===== src/rtl/raster_scan_driver.sv =====
// Raster scan timing generator: issues x/y to a pixel pipeline and re-aligns
// the returned colour with delayed sync, data-enable and frame/line markers.
module raster_scan_driver #(
  parameter int H_ACTIVE        = 1024,
  parameter int H_FRONT         = 24,
  parameter int H_SYNC          = 136,
  parameter int H_BACK          = 160,
  parameter int V_ACTIVE        = 768,
  parameter int V_FRONT         = 3,
  parameter int V_SYNC          = 6,
  parameter int V_BACK          = 29,
  parameter int PIPE_LATENCY    = 2,
  parameter int SYNC_ACTIVE_LOW = 1
) (
  input  logic        clk,
  input  logic        rst,
  input  logic        en,
  input  logic [7:0]  r_in,
  input  logic [7:0]  g_in,
  input  logic [7:0]  b_in,
  output logic [10:0] x,
  output logic [9:0]  y,
  output logic        hsync,
  output logic        vsync,
  output logic        de,
  output logic [7:0]  r_out,
  output logic [7:0]  g_out,
  output logic [7:0]  b_out,
  output logic        frame_start,
  output logic        line_start
);

  localparam int H_TOTAL = H_ACTIVE + H_FRONT + H_SYNC + H_BACK;
  localparam int V_TOTAL = V_ACTIVE + V_FRONT + V_SYNC + V_BACK;

  localparam logic [11:0] H_LAST   = 12'(H_TOTAL - 1);
  localparam logic [11:0] H_ACT    = 12'(H_ACTIVE);
  localparam logic [11:0] HS_START = 12'(H_ACTIVE + H_FRONT);
  localparam logic [11:0] HS_END   = 12'(H_ACTIVE + H_FRONT + H_SYNC);
  localparam logic [10:0] V_LAST   = 11'(V_TOTAL - 1);
  localparam logic [10:0] V_ACT    = 11'(V_ACTIVE);
  localparam logic [10:0] VS_START = 11'(V_ACTIVE + V_FRONT);
  localparam logic [10:0] VS_END   = 11'(V_ACTIVE + V_FRONT + V_SYNC);

  localparam logic SYNC_IDLE = (SYNC_ACTIVE_LOW != 0);

  // Delay-line entry layout: {active, hsync, vsync, frame, line}, all active-high.
  localparam int E_ACT   = 4;
  localparam int E_HS    = 3;
  localparam int E_VS    = 2;
  localparam int E_FRAME = 1;
  localparam int E_LINE  = 0;

  logic [10:0] h;
  logic [9:0]  v;
  logic [11:0] h_ext;
  logic [10:0] v_ext;
  logic        h_last;
  logic        v_last;
  logic [4:0]  raw;
  logic [4:0]  tail;

  assign h_ext  = {1'b0, h};
  assign v_ext  = {1'b0, v};
  assign h_last = (h_ext == H_LAST);
  assign v_last = (v_ext == V_LAST);

  assign x = h;
  assign y = v;

  always_ff @(posedge clk or negedge rst) begin
    if (!rst) begin
      h <= '0;
      v <= '0;
    end else if (!en) begin
      h <= '0;
      v <= '0;
    end else if (h_last) begin
      h <= '0;
      v <= v_last ? '0 : v + 10'd1;
    end else begin
      h <= h + 11'd1;
    end
  end

  // A disabled scan feeds blank entries so the outputs drain cleanly.
  always_comb begin
    raw = '0;
    if (en) begin
      raw[E_ACT]   = (h_ext < H_ACT) && (v_ext < V_ACT);
      raw[E_HS]    = (h_ext >= HS_START) && (h_ext < HS_END);
      raw[E_VS]    = (v_ext >= VS_START) && (v_ext < VS_END);
      raw[E_FRAME] = (h == 11'd0) && (v == 10'd0);
      raw[E_LINE]  = (h == 11'd0) && (v_ext < V_ACT);
    end
  end

  generate
    if (PIPE_LATENCY == 0) begin : g_no_pipe
      assign tail = raw;
    end else begin : g_pipe
      logic [4:0] stage [PIPE_LATENCY];

      always_ff @(posedge clk or negedge rst) begin
        if (!rst) begin
          for (int i = 0; i < PIPE_LATENCY; i++) stage[i] <= '0;
        end else begin
          stage[0] <= raw;
          for (int i = 1; i < PIPE_LATENCY; i++) stage[i] <= stage[i-1];
        end
      end

      assign tail = stage[PIPE_LATENCY-1];
    end
  endgenerate

  always_ff @(posedge clk or negedge rst) begin
    if (!rst) begin
      de          <= 1'b0;
      frame_start <= 1'b0;
      line_start  <= 1'b0;
      hsync       <= SYNC_IDLE;
      vsync       <= SYNC_IDLE;
      r_out       <= 8'd0;
      g_out       <= 8'd0;
      b_out       <= 8'd0;
    end else begin
      de          <= tail[E_ACT];
      frame_start <= tail[E_FRAME];
      line_start  <= tail[E_LINE];
      hsync       <= tail[E_HS] ^ SYNC_IDLE;
      vsync       <= tail[E_VS] ^ SYNC_IDLE;
      r_out       <= tail[E_ACT] ? r_in : 8'd0;
      g_out       <= tail[E_ACT] ? g_in : 8'd0;
      b_out       <= tail[E_ACT] ? b_in : 8'd0;
    end
  end

endmodule

===== config.mk =====
export PLATFORM = sky130hd
export DESIGN_NAME = raster_scan_driver
export DESIGN_NICKNAME = d
export VERILOG_FILES = /design/src/rtl/raster_scan_driver.sv
export SDC_FILE = /design/constraint.sdc
export NUM_CORES = 1
export LEC_CHECK = 0
export BUFFER_PORTS_ARGS = -buffer_cell sky130_fd_sc_hd__buf_2
export CAP_MARGIN = 20
export CELL_PAD_IN_SITES_DETAIL_PLACEMENT = 2
export CELL_PAD_IN_SITES_GLOBAL_PLACEMENT = 2
export CORE_ASPECT_RATIO = 1.4
export CORE_MARGIN = 4
export CORE_UTILIZATION = 32
export CTS_CLUSTER_DIAMETER = 40
export DETAILED_ROUTE_END_ITERATION = 8
export PLACE_DENSITY_LB_ADDON = 0.1
export SYNTH_ARGS = -nofsm -noshare
export SYNTH_HDL_FRONTEND = slang
export SYNTH_SLANG_ARGS = --single-unit

===== constraint.sdc =====
create_clock -name clk -period 2.55 [get_ports clk]
set_clock_uncertainty 0.1 [all_clocks]
set_input_delay 0.255 -clock clk [delete_from_list [all_inputs] [get_ports clk]]
set_output_delay 0.255 -clock clk [all_outputs]
set_load 0.03 [all_outputs]

==> flow_metrics.env <==
export IMPL_status="finished clean"
export IMPL_grt_util_met2_pct=26.39
export IMPL_fp_dieW_um=81.95
export IMPL_use_met3_pct=2.670
export IMPL_yosys_area_top_type_share_pct=59.24
export IMPL_drive_gt1_share_pct=35.23
export IMPL_boundaryPins=77
export IMPL_yosysWarningCount=0
export IMPL_grt_max_degree=27
export IMPL_fp_dieArea_mm2=0.009139
export IMPL_grt_remaining_overflow=0
export IMPL_fmax_mhz=450.9
export IMPL_synth_lib_cells_used_distinct=47
export IMPL_clkLatencyLatePin_ns=0.33
export IMPL_numCtsBuffers=9
export IMPL_required_ns=2.69
export IMPL_numClockSinks=60
export IMPL_worst_hold_slack_ns=0.02850
export IMPL_syn_nets=240
export IMPL_max_slew_margin_rel_pct=60.40
export IMPL_cts_tree="yes"
export IMPL_cts_repair_resized=0
export IMPL_tightest_slew_ns=0.5941
export IMPL_drt_iter0_drc=47
export IMPL_end_kind="flop"
export IMPL_startpoint_type="flop"
export IMPL_place_hpwl_um=4855
export IMPL_h_tree_depth=3
export IMPL_p_leak_nw=1.592
export IMPL_grt_busiest_layer="met2"
export IMPL_antenna_left=0
export IMPL_multi_input_area_um2=865.8
export IMPL_layout_nets=326
export IMPL_nFillCells=809
export IMPL_synthArstFlopShare_pct=100.0
export IMPL_cts_root_buffer_cell="clkbuf_8"
export IMPL_finalCriticalPeriod_ns=2.218
export IMPL_routedWlPerCell_um=16.51
export IMPL_row_count=37
export IMPL_hold_viol=0
export IMPL_critPathKind="flop to flop"
export IMPL_period_share_pct=86.97
export IMPL_grt_use_met1_pct=18.75
export IMPL_route_detailed_drc=0
export IMPL_ff_latch_area_mm2=0.001504
export IMPL_max_cap_viol_count=0
export IMPL_ys_ff_latch=60
export IMPL_areaGrowthSynthToFinish_pct=29.21
export IMPL_route_vias_total=1915
export IMPL_syn_avg_cell_area_um2=11.84
export IMPL_dr_pass1_iters=2
export IMPL_rsz0062_at_grt="false"
export IMPL_port_buffers=76
export IMPL_synthTopCellsByCount="dfrtp_1, and2_1, nor2_1, nand2_1, inv_1"
export IMPL_path_clk_slew_ns=0.07
export IMPL_setup_viol=0
export IMPL_syn_cell_area_mm2=0.002450
export IMPL_clock_path_buffers=2
export IMPL_routed_via_density=4.848
export IMPL_peakVddDrop_mv=0.2624
export IMPL_synth_cells=207
export IMPL_antenna_found_initial=0
export IMPL_start_util_pct=33.07
export IMPL_seq_area_frac_synth_pct=61.39
export IMPL_yosys_top_cells_area="dfrtp_1, and2_1, ha_1"
export IMPL_powerDensity_mw_per_mm2=652.4
export IMPL_final_setup_tns_ns=0
export IMPL_grt_pass1_wl_um=10870
export IMPL_core_mm2=0.007407
export IMPL_r2r_worst_path_cells=5
export IMPL_routed_wl_um=6521
export IMPL_die_y_um=111.5
export IMPL_track_usage_pct=15.84
export IMPL_synth_most_common_cell="dfrtp_1"
export IMPL_min_path_cells=2
export IMPL_synth_top_cell_by_area="dfrtp_1"
export IMPL_gp_congestion=0.7935
export IMPL_post_cts_buffers=0
export IMPL_slew_violations=0
export IMPL_cp_max_fo=10
export IMPL_n_antenna_cell=0
export IMPL_hold_class="input pin to flop"
export IMPL_synth_edf_count=0
export IMPL_grt_pass1_vias=2106
export IMPL_worstPathArrival_ns=2.36
export IMPL_synth_ff_type="dfrtp_1"
## cells by family (layout without fill, tap and decap cells)
group	Yosys count	count (layout)	share of synthesized area (%)
AO/OA/AOI/OAI	23	23	7.355
XOR/XNOR	8	8	2.860
adder cells (fa/ha/maj)	6	6	3.064
buffers and inverters	17	108	3.268
flip-flops	60	60	61.39
AND/OR/NAND/NOR	93	93	22.06
## critical path, cell delays in order (launching register included)
cell	delay, ns
dfrtp_1	0.40
ha_1	0.23
nand4_1	0.24
or4_4	0.63
or2_4	0.29
o31ai_1	0.23
## final timing paths
| check | start | end | slack [ns] |
|---|---|---|---|
| worst min-delay path | g_in[6] | g_out[6]$_DFF_PN0_ | 0.03 |
| min in group asynchronous | rst | r_out[4]$_DFF_PN0_ | 0.36 |
| worst max-delay path | x[0]$_DFF_PN0_ | y[6]$_DFFE_PN0P_ | 0.33 |
| max in group asynchronous | rst | vsync$_DFF_PN1_ | 1.23 |
| worst min register to register | tail[0]$_DFF_PN0_ | line_start$_DFF_PN0_ | 0.25 |
| worst max register to register | x[0]$_DFF_PN0_ | y[6]$_DFFE_PN0P_ | 0.33 |
## routing by layer
layer	vias up	part of all wire [%]	routed length, um
li1	886	-	-
met1	962	40	2592
met2	55	53	3430
met3	12	5.0	325
met4	0	2.6	172
met5	-	0	0
## final cells by class
type                       count  share of cell area [%]
clock buffer                  12                   4.901
clock inverter                 4                   1.502
inverter                       9                   1.067
multi-input combinational    130                   27.35
sequential                    60                   47.51
tap                           97                   3.834
timing repair buffer          83                   13.83
## where the power goes
group	internal (W)	switching [W]
registers	0.000990	0.0000207
clock network	0.000501	0.000364
logic	0.0000629	0.000126
total	0.00155	0.000511
## metrics by stage
step / power [W] / utilization [%] / worst slack [ns] / area (um2) / std cells
3_3_place_gp: 0.001216 / 39.73 / 0.4092 / 2943 / 377
5_1_grt: 0.002180 / 42.74 / 0.1929 / 3166 / 395
2_1_floorplan: 0.001128 / - / 0.2724 / 2450 / 207
6_report: 0.002065 / 42.74 / 0.3323 / 3166 / 395
3_5_place_dp: 0.001221 / 39.73 / 0.3561 / 2943 / 377
4_1_cts: 0.002115 / 42.74 / 0.3151 / 3166 / 395
## sequential cells by signal, indices dropped and copies added (netlist names)
signal	count
x	11
y	10
b_out	8
g_out	8
r_out	8
g_pipe.stage	5
tail	5
de	1
frame_start	1
hsync	1
line_start	1
vsync	1
## cells in the final DEF, fill, tap and decap left out, types with 3 or more instances in the layout
cell,count
nor3_1,6
buf_4,5
buf_2,76
xnor2_1,4
nor4_1,7
nand4_1,4
inv_1,9
and2_1,27
nand3_1,4
o311ai_0,3
nand2_1,12
xor2_1,4
nor2_1,13
dfrtp_1,58
o21ai_0,3
ha_1,6
clkbuf_8,11
## what timing repair did
action                                  in CTS  in global routing
endpoints found under the hold margin       24                  0
endpoints found under the setup margin       0                  0
hold buffers                                 2                  0
Power figures use the tool's default switching activity.
